<file path="config.mk">
export PLATFORM = sky130hd
export DESIGN_NAME = muldiv_unit
export DESIGN_NICKNAME = d
export VERILOG_FILES = /design/src/rtl/muldiv_pkg.sv /design/src/rtl/muldiv_unit.sv
export SDC_FILE = /design/constraint.sdc
export NUM_CORES = 1
export LEC_CHECK = 0
export CAP_MARGIN = 20
export CELL_PAD_IN_SITES_DETAIL_PLACEMENT = 0
export CELL_PAD_IN_SITES_GLOBAL_PLACEMENT = 2
export CORE_MARGIN = 4
export CORE_UTILIZATION = 39
export CTS_BUF_LIST = sky130_fd_sc_hd__clkbuf_8
export DETAILED_ROUTE_END_ITERATION = 6
export GPL_ROUTABILITY_DRIVEN = 0
export PLACE_DENSITY_LB_ADDON = 0.1
export SYNTH_ARGS = -nofsm -noshare
export SYNTH_HDL_FRONTEND = slang
export SYNTH_SLANG_ARGS = --single-unit
</file>
<file path="constraint.sdc">
create_clock -name clk -period 18 [get_ports clk]
set_clock_uncertainty 0.1 [all_clocks]
set_input_delay 1.8 -clock clk [delete_from_list [all_inputs] [get_ports clk]]
set_output_delay 1.8 -clock clk [all_outputs]
set_load 0.005 [all_outputs]
</file>
<file path="src/rtl/muldiv_pkg.sv">
// Shared types and helpers for the iterative RV32M multiply/divide unit.
// Operation encodings match the RV32M funct3 field.
package muldiv_pkg;

    typedef enum logic [2:0] {
        OpMul    = 3'b000,
        OpMulh   = 3'b001,
        OpMulhsu = 3'b010,
        OpMulhu  = 3'b011,
        OpDiv    = 3'b100,
        OpDivu   = 3'b101,
        OpRem    = 3'b110,
        OpRemu   = 3'b111
    } muldiv_op_t;

    typedef enum logic [1:0] {
        StIdle,
        StCalc,
        StDone
    } muldiv_state_t;

    // Negation is done at a fixed width wide enough for a 2*XLEN product with XLEN up to 64.
    localparam int unsigned NegW = 130;

    function automatic int unsigned cnt_width(input int unsigned xlen);
        return (xlen < 2) ? 1 : $clog2(xlen);
    endfunction

    // Two's-complement negate when en is set; the low bits are valid for any narrower width.
    function automatic logic [NegW-1:0] cond_negate(input logic [NegW-1:0] x, input logic en);
        return en ? (~x + 1'b1) : x;
    endfunction

endpackage

</file>
<file path="src/rtl/muldiv_unit.sv">
// Iterative multiply/divide unit: one bit per cycle, shift-add multiply and restoring divide
// on operand magnitudes, with a final sign correction and fast-pathed special divides.
module muldiv_unit
    import muldiv_pkg::*;
#(
    parameter int unsigned XLEN         = 32,
    parameter bit          FAST_SPECIAL = 1'b1
) (
    input  logic            clk,
    input  logic            rst,
    input  logic            in_valid,
    output logic            in_ready,
    input  muldiv_op_t      op,
    input  logic [XLEN-1:0] a,
    input  logic [XLEN-1:0] b,
    input  logic            flush,
    output logic            out_valid,
    input  logic            out_ready,
    output logic [XLEN-1:0] result
);

    localparam int unsigned     CntW   = cnt_width(XLEN);
    localparam logic [XLEN-1:0] MinNeg = {1'b1, {(XLEN-1){1'b0}}};

    muldiv_state_t     state_q, state_d;
    muldiv_op_t        op_q, op_d;
    logic [CntW-1:0]   cnt_q, cnt_d;
    logic              neg_q, neg_d;
    logic [XLEN-1:0]   mcand_q, mcand_d;
    logic [XLEN-1:0]   res_q, res_d;
    logic [2*XLEN-1:0] acc_q, acc_d;

    logic            accept, a_sgn, b_sgn, a_signed, b_signed, b_zero, ovf, special, neg_in;
    logic [XLEN-1:0] ua, ub, special_res;
    logic [NegW-1:0] a_ext, b_ext, nega_w, negb_w;

    always_comb begin
        accept   = (state_q == StIdle) && in_valid && !flush;
        a_sgn    = a[XLEN-1];
        b_sgn    = b[XLEN-1];
        a_signed = op inside {OpMulh, OpMulhsu, OpDiv, OpRem};
        b_signed = op inside {OpMulh, OpDiv, OpRem};
        b_zero   = (b == '0);
        ovf      = (op == OpDiv || op == OpRem) && (a == MinNeg) && (b == '1);
        special  = FAST_SPECIAL && op[2] && (b_zero || ovf);

        a_ext              = '0;
        a_ext[XLEN-1:0]    = a;
        b_ext              = '0;
        b_ext[XLEN-1:0]    = b;
        nega_w             = cond_negate(a_ext, 1'b1);
        negb_w             = cond_negate(b_ext, 1'b1);
        ua = (a_signed && a_sgn) ? nega_w[XLEN-1:0] : a;
        ub = (b_signed && b_sgn) ? negb_w[XLEN-1:0] : b;

        // Quotient sign is left alone on divide-by-zero so the all-ones result survives.
        case (op)
            OpMulh:   neg_in = a_sgn ^ b_sgn;
            OpMulhsu: neg_in = a_sgn;
            OpDiv:    neg_in = (a_sgn ^ b_sgn) && !b_zero;
            OpRem:    neg_in = a_sgn;
            default:  neg_in = 1'b0;
        endcase

        if (b_zero) begin
            special_res = (op == OpDiv || op == OpDivu) ? '1 : a;
        end else begin
            special_res = (op == OpDiv) ? a : '0;
        end
    end

    logic [XLEN:0]     msum, sh, diff;
    logic [XLEN-1:0]   acc_hi, acc_lo, fin;
    logic [2*XLEN-1:0] mul_next, div_next, iter_next;
    logic [NegW-1:0]   mul_ext, div_ext, fin_mul_w, fin_div_w;

    always_comb begin
        acc_hi   = acc_q[2*XLEN-1:XLEN];
        acc_lo   = acc_q[XLEN-1:0];
        msum     = {1'b0, acc_hi} + (acc_lo[0] ? {1'b0, mcand_q} : '0);
        mul_next = {msum, acc_lo[XLEN-1:1]};

        // Restoring step: high half is the partial remainder, low half shifts in quotient bits.
        sh       = {acc_hi, acc_lo[XLEN-1]};
        diff     = sh - {1'b0, mcand_q};
        div_next = diff[XLEN] ? {sh[XLEN-1:0], acc_lo[XLEN-2:0], 1'b0}
                              : {diff[XLEN-1:0], acc_lo[XLEN-2:0], 1'b1};
        iter_next = op_q[2] ? div_next : mul_next;

        mul_ext                = '0;
        mul_ext[2*XLEN-1:0]    = iter_next;
        fin_mul_w              = cond_negate(mul_ext, neg_q);
        div_ext                = '0;
        div_ext[XLEN-1:0]      = (op_q == OpDiv || op_q == OpDivu) ? iter_next[XLEN-1:0]
                                                                   : iter_next[2*XLEN-1:XLEN];
        fin_div_w              = cond_negate(div_ext, neg_q);

        case (op_q)
            OpMul:                     fin = fin_mul_w[XLEN-1:0];
            OpMulh, OpMulhsu, OpMulhu: fin = fin_mul_w[2*XLEN-1:XLEN];
            default:                   fin = fin_div_w[XLEN-1:0];
        endcase
    end

    logic unused_neg;
    assign unused_neg = ^{nega_w[NegW-1:XLEN], negb_w[NegW-1:XLEN],
                          fin_mul_w[NegW-1:2*XLEN], fin_div_w[NegW-1:XLEN]};

    always_comb begin
        op_d    = op_q;
        neg_d   = neg_q;
        mcand_d = mcand_q;
        acc_d   = acc_q;
        cnt_d   = cnt_q;
        res_d   = res_q;
        if (accept) begin
            op_d    = op;
            neg_d   = neg_in;
            mcand_d = ub;
            acc_d   = {{XLEN{1'b0}}, ua};
            cnt_d   = CntW'(XLEN - 1);
            res_d   = special_res;
        end else if (state_q == StCalc && !flush) begin
            acc_d = iter_next;
            cnt_d = cnt_q - 1'b1;
            if (cnt_q == '0) begin
                res_d = fin;
            end
        end
    end

    always_comb begin
        state_d = state_q;
        if (flush) begin
            state_d = StIdle;
        end else begin
            case (state_q)
                StIdle:  if (in_valid) state_d = special ? StDone : StCalc;
                StCalc:  if (cnt_q == '0) state_d = StDone;
                StDone:  if (out_ready) state_d = StIdle;
                default: state_d = StIdle;
            endcase
        end
    end

    always_comb begin
        in_ready  = (state_q == StIdle);
        out_valid = (state_q == StDone);
        result    = out_valid ? res_q : '0;
    end

    always_ff @(posedge clk or posedge rst) begin
        if (rst) begin
            state_q <= StIdle;
        end else begin
            state_q <= state_d;
        end
    end

    always_ff @(posedge clk or posedge rst) begin
        if (rst) begin
            op_q    <= OpMul;
            neg_q   <= 1'b0;
            mcand_q <= '0;
            acc_q   <= '0;
            cnt_q   <= '0;
            res_q   <= '0;
        end else begin
            op_q    <= op_d;
            neg_q   <= neg_d;
            mcand_q <= mcand_d;
            acc_q   <= acc_d;
            cnt_q   <= cnt_d;
            res_q   <= res_d;
        end
    end

endmodule

</file>
# Word level (Yosys, flattened, before mapping)
# Index checks and enable logic that the tools add are counted.
# Widths: inputs -> output; s select.
[op_classes]
n_eq_ne = 17
addsub = 7
n_mux = 27
n_reduce_logical = 27
bitwise_logic = 5
[ops]
columns = ["op", "n"]
rows = [
  ["$mux 32", 12],
  ["$mux 64", 5],
  ["$add 32x1->32 const B", 3],
  ["$not 32->32", 3],
  ["$add 64x1->64 const B", 1],
  ["$eq 32x32->1 const B", 2],
  ["$not 64->64", 1],
  ["$pmux 32 s2", 1],
  ["$add 32x32->33", 1],
  ["$sub 33x32->33", 1],
  ["$logic_not 32->1", 1],
  ["$eq 3x3->1 const B", 5],
  ["$mux 2", 5],
  ["$mux 5", 2],
  ["$eq 3x2->1 const B", 3],
  ["$logic_and 1x1->1", 9],
  ["$ne 3x2->1 const B", 3],
  ["$eq 3x1->1 const B", 2],
  ["$pmux 2 s3", 1],
  ["$logic_not 5->1", 1],
  ["$sub 5x1->5 const B", 1],
  ["$logic_or 1x1->1", 4],
  ["$reduce_bool 2->1", 2],
  ["$reduce_bool 4->1", 1],
  ["other kinds (12)", 13],
]
[totals]
in_bits = 72
output_inout_bits = 34
regBits = 139
elab_cells = 90

# Depth between registers and ports, before layout
# Gate-level depths: netlist of the first run.
[depth]
word_depth = 11
depth_mapped = 24
mapped_depth_nobuf = 23

# Worst setup path after synthesis of the first run
# OpenSTA, ideal clock, no wires.
[synth_path]
kind = "flip-flop to flip-flop"
from = "register op_q[2]"
to = "register res_q[30]"
t_required_ns = 17.822
path_stages_with_launch = 22
synth_period_minus_slack_ns = 6.170
path_slack_ns = 11.830
setup_ns = 0.078
arrival_time_ns = 5.992
cell_sequence = "dfrtp_1 > buf_2 > buf_1 > buf_6 > clkbuf_1 > clkbuf_1 > clkbuf_1 > buf_1 > clkbuf_1 > mux2i_1 > ha_1 > o2111ai_1 > nor3_1 > and3_1 > nand4_1 > or3b_1 > or3_1 > or4b_1 > o41ai_2 > xnor2_1 > nand2_1 > a21oi_1"
[synth_via]
elab_chain_len = 10
word_cells_on_any_way = 20
classes_between = "add/sub: 2; eq/ne: 5; mux: 8; bitwise: 2; reduce/logical: 3"
[synth_rtl]
columns = ["element", "line_no", "text"]
rows = [
  ["from (decl)", "muldiv_unit.sv:26", "muldiv_op_t op_q, op_d;"],
  ["from (signal assigned)", "muldiv_unit.sv:162", "op_q <= OpMul;"],
  ["from (signal assigned)", "muldiv_unit.sv:169", "op_q <= op_d;"],
  ["$eq 3x3->1", "muldiv_unit.sv:94", "div_ext[XLEN-1:0] = (op_q == OpDiv || op_q == OpDivu) ? iter_next[XLEN-1:0]"],
  ["$logic_or 1x1->1", "muldiv_unit.sv:94", ""],
  ["$mux 32", "muldiv_unit.sv:94", ""],
  ["$not 32->32", "muldiv_pkg.sv:31", "return en ? (~x + 1'b1) : x;"],
  ["$add 32x1->32", "muldiv_pkg.sv:31", ""],
  ["$mux 32", "muldiv_pkg.sv:31", ""],
  ["$pmux 32 s2 *", "muldiv_unit.sv:98", "case (op_q)"],
  ["$mux 32 *", "muldiv_unit.sv:126", "if (cnt_q == '0) begin"],
  ["$mux 32 *", "muldiv_unit.sv:123", "end else if (state_q == StCalc && !flush) begin"],
  ["$mux 32 *", "muldiv_unit.sv:116", "if (accept) begin"],
  ["to (signal assigned)", "muldiv_unit.sv:174", "res_q <= res_d;"],
  ["to (decl)", "muldiv_unit.sv:30", "logic [XLEN-1:0] res_q, res_d;"],
]
# Mark *: on every way between the ends. The rest lies on a longest branch, timed or not. The select of a mux whose other input is x is not followed.
# A chain may end at the register's enable or synchronous reset.

# Final worst setup path of the first run
[layout_path]
from = "register acc_q[31]"
to = "register res_q[30]"
[layout_via]
elab_chain_len = 11
word_cells_on_any_way = 14
classes_between = "add/sub: 3; mux: 9; bitwise: 2"
[layout_rtl]
columns = ["element", "line_no", "text"]
rows = [
  ["from (decl)", "muldiv_unit.sv:31", "logic [2*XLEN-1:0] acc_q, acc_d;"],
  ["from (signal assigned)", "muldiv_unit.sv:165", "acc_q <= '0;"],
  ["from (signal assigned)", "muldiv_unit.sv:172", "acc_q <= acc_d;"],
  ["$sub 33x32->33", "muldiv_unit.sv:85", "diff = sh - {1'b0, mcand_q};"],
  ["$mux 64", "muldiv_unit.sv:86", "div_next = diff[XLEN] ? {sh[XLEN-1:0], acc_lo[XLEN-2:0], 1'b0}"],
  ["$mux 64 *", "muldiv_unit.sv:88", "iter_next = op_q[2] ? div_next : mul_next;"],
  ["$mux 32", "muldiv_unit.sv:94", ""],
  ["$not 32->32", "muldiv_pkg.sv:31", ""],
  ["$add 32x1->32", "muldiv_pkg.sv:31", ""],
  ["$mux 32", "muldiv_pkg.sv:31", ""],
  ["$pmux 32 s2 *", "muldiv_unit.sv:98", ""],
  ["$mux 32 *", "muldiv_unit.sv:126", ""],
  ["$mux 32 *", "muldiv_unit.sv:123", ""],
  ["$mux 32 *", "muldiv_unit.sv:116", ""],
]
# Marks and branches as above.

==> results of run 1 <==
## power by group
part | internal (mW) | leakage [nW] | switching, mW
Combinational | 0.847 | 5.17 | 1.54
Clock | 0.114 | 0.184 | 0.151
Sequential | 0.420 | 1.71 | 0.168
Total | 1.38 | 7.06 | 1.86
## flip-flops by register name (all words and copies together) (netlist names)
name / count
acc_q: 64
cnt_q: 5
mcand_q: 32
neg_q: 1
op_q: 3
res_q: 32
state_q: 2
## cells in the mapped netlist, drive strengths merged, types with 14 or more instances
| master | count |
|---|---|
| a221oi | 19 |
| or3 | 18 |
| o31ai | 41 |
| and2 | 47 |
| nand4 | 31 |
| nand2b | 28 |
| nand3 | 33 |
| a22o | 19 |
| nor3 | 67 |
| nand2 | 263 |
| o211ai | 51 |
| xor2 | 79 |
| ha | 71 |
| o21ai | 221 |
| a211oi | 20 |
| xnor2 | 112 |
| clkbuf | 98 |
| and3 | 17 |
| a21oi | 185 |
| o22ai | 21 |
| a21o | 29 |
| nor3b | 14 |
| inv | 73 |
| buf | 37 |
| nor2 | 199 |
| a31oi | 33 |
| dfrtp | 139 |
| mux2i | 55 |
## layout make-up
cell class / count / area share [%]
Clock inverter: 13 / 0.572
Sequential cell: 139 / 19.4
Inverter: 75 / 1.60
Timing Repair Buffer: 135 / 7.12
Tap cell: 532 / 3.71
Multi-Input combinational cell: 1864 / 66.1
Clock buffer: 19 / 1.46
Antenna cell: 3 / 0.0419
## kinds of logic (layout without fill, tap and decap cells)
logic type               count (synthesis)  count (layout)  synth area share [%]
AND/OR/NAND/NOR                        787             787                  23.3
AO/OA/AOI/OAI                          745             745                  29.3
buffers and inverters                  210             242                  5.53
XOR/XNOR                               191             191                  10.3
flip-flops                             139             139                  21.5
adder cells (fa/ha/maj)                 73              73                  5.73
multiplexers                            68              68                  4.40
other                                    0               3                     0
## routing by layer
layer  global-route usage [%]  wire length [um]
met5                        0                 0
met3                     5.25              4240
met1                     40.9             30000
met4                     9.60              1890
met2                     46.4             30400
## per-stage QoR
stage                     setup WS, ps  area (um^2)
after detailed placement         11310        17600
after CTS                        11270        17900
final                            11200        17900
after floorplan                  11830        16200
after global routing             10680        17900
after global placement           11610        17600
## final timing paths
kind                                               from                      end  slack (ps)  cells after the start
min in group asynchronous                           rst    acc_q[25]$_DFFE_PP0P_        1650                      2
worst min register to register  mcand_q[15]$_DFFE_PP0P_  mcand_q[15]$_DFFE_PP0P_         390                      2
worst max register to register    acc_q[31]$_DFFE_PP0P_    res_q[30]$_DFFE_PP0P_       11200                     23
worst min-delay path            mcand_q[15]$_DFFE_PP0P_  mcand_q[15]$_DFFE_PP0P_         390                      2
max in group asynchronous                           rst      op_q[2]$_DFFE_PP0P_       14610                      3
worst max-delay path              acc_q[31]$_DFFE_PP0P_    res_q[30]$_DFFE_PP0P_       11200                     23
## worst max-delay path, stage by stage (launching register included)
cell       delay (ps)
dfrtp_1           450
inv_1             150
ha_1              190
inv_1              60
fa_1              420
a211oi_1          290
o211ai_1          180
nand3_1           240
a21oi_1           220
o211ai_4          240
nor2_1            170
a21oi_1           330
ha_1              260
o2111ai_1         170
nor3_1            560
and3_1            270
nand4_1           190
or3b_1            420
or3_1             390
or4b_1            650
o41ai_2           410
xnor2_1           150
nand2_1            70
a21oi_1           160
==> metrics.yaml, run 1 <==
power_and_ir_drop:
  power_density_mw_per_mm2: 181
  leakagePower_nw: 7.06
  power_mw: 3.25
  max-vdd-ir-drop_uv: 94.5
place:
  io_buffers: 105
  hpwlAfterDp_mm: 51.3
  dp_cells: 2745
clock_tree:
  tritoncts: "built"
  cts_hold_buf: 0
  cts_setup_buffers: 0
  worstSkewPairLatency_ps: 580
  clk_pin_slew_ps: 90
  cts_made_buffers: 17
  cts-root-buf: "clkbuf_8"
  cts_resized: 0
  htreeDepth: 4
  clock-sinks: 139
  clock_path_buffers: 2
routing:
  vias_per_cell: 6.16
  drc: 0
  drt_iter0_drc: 1679
  dr.pass1.iters: 7
  vias: 17100
  finalWirelength_mm: 66.6
  wl_per_cell_um: 23.9
  ant_nets: 0
logic_synthesis:
  synth_area_leaders: "dfrtp_1 (21%), o21ai_0 (6.6%), nand2_1 (6.1%)"
  synth_top_area_cell: "dfrtp_1"
  syn_inst: 2213
  netlist.area_leader.share_pct: 21.5
  synth_ff_type: "dfrtp_1"
  syn-cell-area_mm2: 0.0162
  syn_avg_cell_area_um2: 7.32
  synth-edff-count: 0
  postSynth.asyncResetShare_pct: 100
  ys_seq_area_share_pct: 21.5
  ys_ff_latch: 139
  ys_types: 90
  syn_nets: 2358
  yosysWarnings: 0
die:
  rows: 74
  die_y_um: 212
  core_mm2: 0.0409
  fp.dieArea_mm2: 0.0449
  fp.dieW_um: 212
  initial_core_util_pct: 39.6
  io_pins: 106
run_status:
  status: "finished, final reports clean"
layout:
  fin_cells: 2780
  seqCellArea_mm2: 0.00348
  final_nets: 2377
  multi_input_area_mm2: 0.0119
  layout_commonest_cell: "nand2_1"
  layout_common_cells: "nand2_1 (263), o21ai_0 (215), nor2_1 (197)"
  syn2layout_area_growth_pct: 10.6
  drive_gt1_share_pct: 5.12
  fin_util_pct: 43.8
  fillCellCount: 4310
sta:
  tightestPinTransition_ps: 1230
  fin_crit_sh_pct: 37.8
  rsz0062_at_grt: "no"
  layout_min_cycle_time_ps: 6800
  slew_headroom_pct: 17.8
  timing.fmax_mhz: 147
  hold_violations: 0
  hold_ws_ps: 386
  slew_violations: 0
  setup_viol: 0
  setup_tns_ps: 0
global_route:
  overflow: 0
  grt_max_degree: 76
  grt_first_pass_wirelength_mm: 101
  grt_usage_pct: 29.4
  grt_pass1_vias: 16400
  grt_antenna_before_repair: 4
critical_path:
  cp_max_fo: 6
  start_kind: "flop"
  required_ps: 18400
  critPathArrivalTime_ps: 7200
  path_class: "reg -> reg"
  worstSetupEndpointType: "flop"
flow_run:
  maxCapViolations: 0
worst_hold_path:
  hold_path_class: "reg -> reg"
Note: power is estimated with default switching activity, not from simulation.
==> run 2, diff against run 1 <==
--- a/config.mk
+++ b/config.mk
@@ -9,7 +9,7 @@
 export CELL_PAD_IN_SITES_DETAIL_PLACEMENT = 0
 export CELL_PAD_IN_SITES_GLOBAL_PLACEMENT = 2
 export CORE_MARGIN = 4
-export CORE_UTILIZATION = 39
+export CORE_UTILIZATION = 33
 export CTS_BUF_LIST = sky130_fd_sc_hd__clkbuf_8
 export DETAILED_ROUTE_END_ITERATION = 6
 export GPL_ROUTABILITY_DRIVEN = 0
==> constraint.sdc (replaced) <==
create_clock -name clk -period 5.55 [get_ports clk]
set_clock_uncertainty 0.1 [all_clocks]
set_input_delay 0.555 -clock clk [delete_from_list [all_inputs] [get_ports clk]]
set_output_delay 0.555 -clock clk [all_outputs]
set_load 0.005 [all_outputs]
==> metrics.yaml, run 2 (synthesis gave the netlist of run 1 again) <==
sta:
  fin_crit_sh_pct: 97.4
  slew_violations: 0
  setup_viol: 0
  hold_violations: 0
  slew_headroom_pct: 32.4
  rsz0062_at_grt: "yes"
  timing.fmax_mhz: 185
  tightestPinTransition_ps: 1010
  layout_min_cycle_time_ps: 5410
routing:
  drt_iter0_drc: 1503
  wl_per_cell_um: 22.9
  ant_nets: 0
  drc: 0
  dr.pass1.iters: 6
  finalWirelength_mm: 69.7
  vias: 17500
  vias_per_cell: 5.76
critical_path:
  r2r_cells: 21
  reg2reg_from: "mcand_q[28]$_DFFE_PP0P_"
  start_kind: "flop"
  path_cells: "inv_1 > ha_1 > and4_4 > and2_4 > a221o_1 > or3_4 > o211ai_4 > nor2_4 > a21oi_2 > ha_2 > o2111ai_4 > nor3_2 > and3_1 > nand4_1 > or3b_1 > or3_4 > or4b_4 > o31ai_4 > xnor2_1 > a21oi_1 > a31oi_1"
  critPathArrivalTime_ps: 5790
  cp_max_fo: 4
  worstSetupEndpointType: "flop"
  crit_path_max_incr_delay_ps: 640
  r2r_slack_ps: 140
  crit_top_cell: "or3_4"
  slowest_stage: "or4b_4"
  required_ps: 5930
  r2r_end: "res_q[22]$_DFFE_PP0P_"
  path_class: "reg -> reg"
die:
  rows: 80
  initial_core_util_pct: 33.7
  core_mm2: 0.0481
  fp.dieArea_mm2: 0.0527
  die_y_um: 230
  io_pins: 106
  fp.dieW_um: 230
place:
  io_buffers: 105
  hpwlAfterDp_mm: 55.4
power_and_ir_drop:
  switchingPower_mw: 6.28
  power.internal_mw: 5.32
  p_comb_share_pct: 76.4
  pwr-share-seq_pct: 15.7
  power_density_mw_per_mm2: 596
  power_mw: 11.6
  p_sw_share_pct: 54.1
  pwr-share-clk_pct: 7.9
  max-vdd-ir-drop_uv: 243
  leakagePower_nw: 7.83
layout:
  syn2layout_area_growth_pct: 20.2
  regMostFlops: "acc_q"
  layout_commonest_cell: "nand2_1"
  fillCellCount: 5119
  drive_gt1_share_pct: 12.5
  biggestRegsByFlops: "acc_q: 64 flops, mcand_q: 32 flops, res_q: 32 flops"
  diodes: 0
  seqCellArea_mm2: 0.00348
  final_nets: 2524
  largest_reg_flops: 64
  layout_common_cells: "nand2_1 (263), o21ai_0 (211), nor2_1 (195)"
  multi_input_area_mm2: 0.0121
  fin_util_pct: 40.5
clock_tree:
  cts_made_buffers: 17
  clock_path_buffers: 2
  worstSkewPairLatency_ps: 570
  clock-sinks: 139
  cts_hold_buf: 0
  htreeDepth: 4
  clk_pin_slew_ps: 80
  cts-root-buf: "clkbuf_8"
  tritoncts: "built"
global_route:
  grt_antenna_before_repair: 3
  grt_pass1_vias: 17300
  grt_max_degree: 78
  overflow: 0
  grt_first_pass_wirelength_mm: 106
  grt_usage_pct: 26.0
run_status:
  status: "finished, final reports clean"
flow_run:
  maxCapViolations: 0
worst_hold_path:
  hold_path_class: "in -> async"
==> run 2: cell count changes in the layout (fill, tap and decap cells not counted), sizes merged <==
| cell | previous run | this run |
|---|---|---|
| buf | 30 | 177 |
| clkinvlp | 4 | 2 |
| inv | 74 | 76 |
| clkinv | 9 | 6 |
| bufinv | 1 | 3 |
| diode | 3 | 0 |
==> run 2: critical path, delay by kind of cell (launching register included) <==
kind | cells | cell delay (ps)
AO/OA/AOI/OAI | 7 | 1350
XOR/XNOR | 1 | 140
adder cells (fa/ha/maj) | 2 | 580
buffers and inverters | 1 | 60
flip-flops | 1 | 360
AND/OR/NAND/NOR | 10 | 2750
==> run 2: cell type report <==
cell class	instances	area share, %
multi-input cells	1864	62.0
clock inverters	12	0.681
clock buffers	19	1.34
inverters	75	1.49
well taps	656	4.21
flip-flops and latches	139	17.9
repair buffers	282	12.4
==> run 2: worst max path at each step <==
stage,cells after the start,start,to
5_1_grt,23,acc_q[31]$_DFFE_PP0P_,res_q[22]$_DFFE_PP0P_
3_5_place_dp,21,mcand_q[23]$_DFFE_PP0P_,res_q[30]$_DFFE_PP0P_
2_1_floorplan,23,acc_q[57]$_DFFE_PP0P_,res_q[30]$_DFFE_PP0P_
6_report,21,mcand_q[28]$_DFFE_PP0P_,res_q[22]$_DFFE_PP0P_
4_1_cts,23,acc_q[31]$_DFFE_PP0P_,res_q[30]$_DFFE_PP0P_
3_3_place_gp,19,acc_q[0]$_DFFE_PP0P_,res_q[31]$_DFFE_PP0P_
==> run 2: per-layer routing <==
metal / up-vias / wire length (um) / global-route usage [%]
met5: - / 0 / 0
met4: 0 / 2310 / 9.09
met3: 97 / 3040 / 3.45
met2: 481 / 32300 / 42.6
met1: 8549 / 32100 / 35.3
li1: 8414 / - / -
==> run 2: through the flow <==
step	instance area (um^2)	setup TNS (ps)	hold WS (ps)	setup WS [ps]	cells
5_1_grt	19500	-65.3	371	-41.4	3047
3_5_place_dp	18800	-33.4	371	-33.4	3000
2_1_floorplan	16300	-238	340	-83.0	2213
3_3_place_gp	18800	0	362	111	3000
6_report	19500	0	337	144	3047
4_1_cts	19200	0	357	13.5	3031
==> run 2: repair_timing <==
item | CTS | global route
buffers inserted | 0 | 15
pin swaps | 0 | 11
endpoints found under the setup margin | 4 | 19
gates cloned | 0 | 0
resized for setup | 2 | 40
==> run 2: power by group through the flow <==
stage	Sequential (mW)	Clock (mW)	Combinational (mW)
global placement	1.82	0	8.58
floorplan	1.62	0	5.72
detailed placement	1.83	0	8.58
global route	1.87	0.982	9.64
finish	1.82	0.915	8.87
CTS	1.81	0.952	8.63
==> run 3, diff against run 2 <==
--- a/config.mk
+++ b/config.mk
@@ -17,3 +17,4 @@
 export SYNTH_ARGS = -nofsm -noshare
 export SYNTH_HDL_FRONTEND = slang
 export SYNTH_SLANG_ARGS = --single-unit
+export TNS_END_PERCENT = 100
==> constraint.sdc (replaced) <==
create_clock -name clk -period 4.9 [get_ports clk]
set_clock_uncertainty 0.1 [all_clocks]
set_input_delay 0.49 -clock clk [delete_from_list [all_inputs] [get_ports clk]]
set_output_delay 0.49 -clock clk [all_outputs]
set_load 0.005 [all_outputs]
==> metrics.yaml, run 3 (synthesis gave the netlist of run 1 again) <==
run_status:
  status: "finished with violations"
  violations: "setup timing"
layout:
  biggestRegsByFlops: "acc_q: 64 flops, mcand_q: 32 flops, res_q: 32 flops"
  layout_common_cells: "buf_4 (422), nand2_1 (263), o21ai_0 (209)"
  final_nets: 2776
  syn2layout_area_growth_pct: 33.9
  regMostFlops: "acc_q"
  fin_cells: 3300
  layout_commonest_cell: "buf_4"
  drive_gt1_share_pct: 22.2
  fillCellCount: 4994
  diodes: 0
  final_cell_area_mm2: 0.0217
  largest_reg_flops: 64
global_route:
  met1_usage_pct: 36.2
  grt.busiest_layer: "met2"
  met3_usage_pct: 4.19
  grt_usage_pct: 27.0
  grt_first_pass_wirelength_mm: 110
  grt_use_met2_pct: 44.6
  grt_pass1_vias: 18300
  grt_antenna_before_repair: 4
  grt_max_degree: 75
  overflow: 0
routing:
  drt_iter0_drc: 1370
  dr.pass1.iters: 7
  finalWirelength_mm: 72.6
  wl_per_cell_um: 22.0
  vias: 18500
  ant_nets: 0
  vias_per_cell: 5.62
  drc: 0
critical_path:
  worstSetupEndpointType: "flop"
  cp_max_fo: 4
  path_class: "reg -> reg"
  critPathArrivalTime_ps: 5640
  start_kind: "flop"
  required_ps: 5290
die:
  initial_core_util_pct: 33.7
  die_y_um: 230
  fp.dieArea_mm2: 0.0527
  fp.dieW_um: 230
  core_mm2: 0.0481
  io_pins: 106
  rows: 80
sta:
  tightestPinTransition_ps: 1020
  layout_min_cycle_time_ps: 5240
  slew_violations: 0
  setup_slack_ps: -344
  hold_violations: 0
  fin_crit_sh_pct: 107
  setup_viol: 22
  hold_ws_ps: 263
  rsz0062_at_grt: "yes"
  slew_headroom_pct: 31.6
  timing.fmax_mhz: 191
clock_tree:
  clock-sinks: 139
  worstSkewPairLatency_ps: 570
  cts_made_buffers: 17
  htreeDepth: 4
  cts-root-buf: "clkbuf_8"
  clock_path_buffers: 2
  tritoncts: "built"
  clk_pin_slew_ps: 100
place:
  dp_cells: 3233
  place_area_mm2: 0.0206
  io_buffers: 105
  hpwlAfterDp_mm: 58.0
power_and_ir_drop:
  max-vdd-ir-drop_uv: 296
  leakagePower_nw: 9.15
  power_density_mw_per_mm2: 708
worst_hold_path:
  hold_path_class: "in -> async"
flow_run:
  maxCapViolations: 0
## run 3: final cells by class
cell class	count	area [um^2]	area share, %
Inverter	75	287	1.32
Clock inverter	13	198	0.911
Timing Repair Buffer	533	4320	19.9
Clock buffer	19	262	1.21
Sequential cell	139	3480	16.1
Multi-Input combinational cell	1865	12300	56.8
Tap cell	656	821	3.78
## run 3: per-stage QoR
stage / utilization (%) / power (mW) / TNS [ps] / setup slack (ps)
finish: 45.1 / 15.4 / -3090 / -344
global route: 45.1 / 16.5 / -7680 / -583
CTS: 44.5 / 15.0 / -2750 / -397
detailed placement: 42.7 / 13.5 / -8680 / -663
global placement: 42.7 / 13.4 / -5440 / -495
floorplan: - / 8.32 / -4050 / -733
## run 3: worst paths after layout
path	startpoint	endpoint	slack, ps	depth (start not counted)
max	acc_q[57]$_DFFE_PP0P_	res_q[30]$_DFFE_PP0P_	-340	20
min	rst	acc_q[28]$_DFFE_PP0P_	260	2
max reg2reg	acc_q[57]$_DFFE_PP0P_	res_q[30]$_DFFE_PP0P_	-340	20
min reg2reg	mcand_q[2]$_DFFE_PP0P_	mcand_q[2]$_DFFE_PP0P_	380	2
max in group asynchronous	rst	mcand_q[12]$_DFFE_PP0P_	3500	3
min in group clk	mcand_q[2]$_DFFE_PP0P_	mcand_q[2]$_DFFE_PP0P_	380	2
## run 3: critical path, cell delays in order (launching register included)
cell and delay [ps]:
dfrtp_1 390, ha_1 320, and4_4 190, and2_4 170
a221o_1 330, or3_4 380, o211ai_4 220, nor2_4 70
a21oi_2 170, ha_2 230, o2111ai_4 110, nor3_2 170
and3_1 200, nand4_1 120, or3b_1 420, or3_4 340
or4b_4 620, o41ai_4 250, xnor2_1 150, nand2_1 70
a21oi_1 150
## run 3: where the power goes
part / leakage (nW) / internal, mW / switching, mW
logic: 7.20 / 5.48 / 6.72
registers: 1.70 / 1.55 / 0.424
clock network: 0.244 / 0.629 / 0.564
## run 3: per-layer routing
layer	share of wire [%]	vias to the layer above
met5	0	-
met4	2.9	0
met3	4.9	98
met2	47	511
met1	45	9041
li1	-	8894
## run 3: what timing repair did
item | 4_1_cts | 5_1_grt
hold buffers | 0 | 0
setup endpoints to repair | 25 | 29
buffers inserted | 27 | 8
gates cloned | 0 | 1
pin swaps | 20 | 19
gates resized for setup | 32 | 49
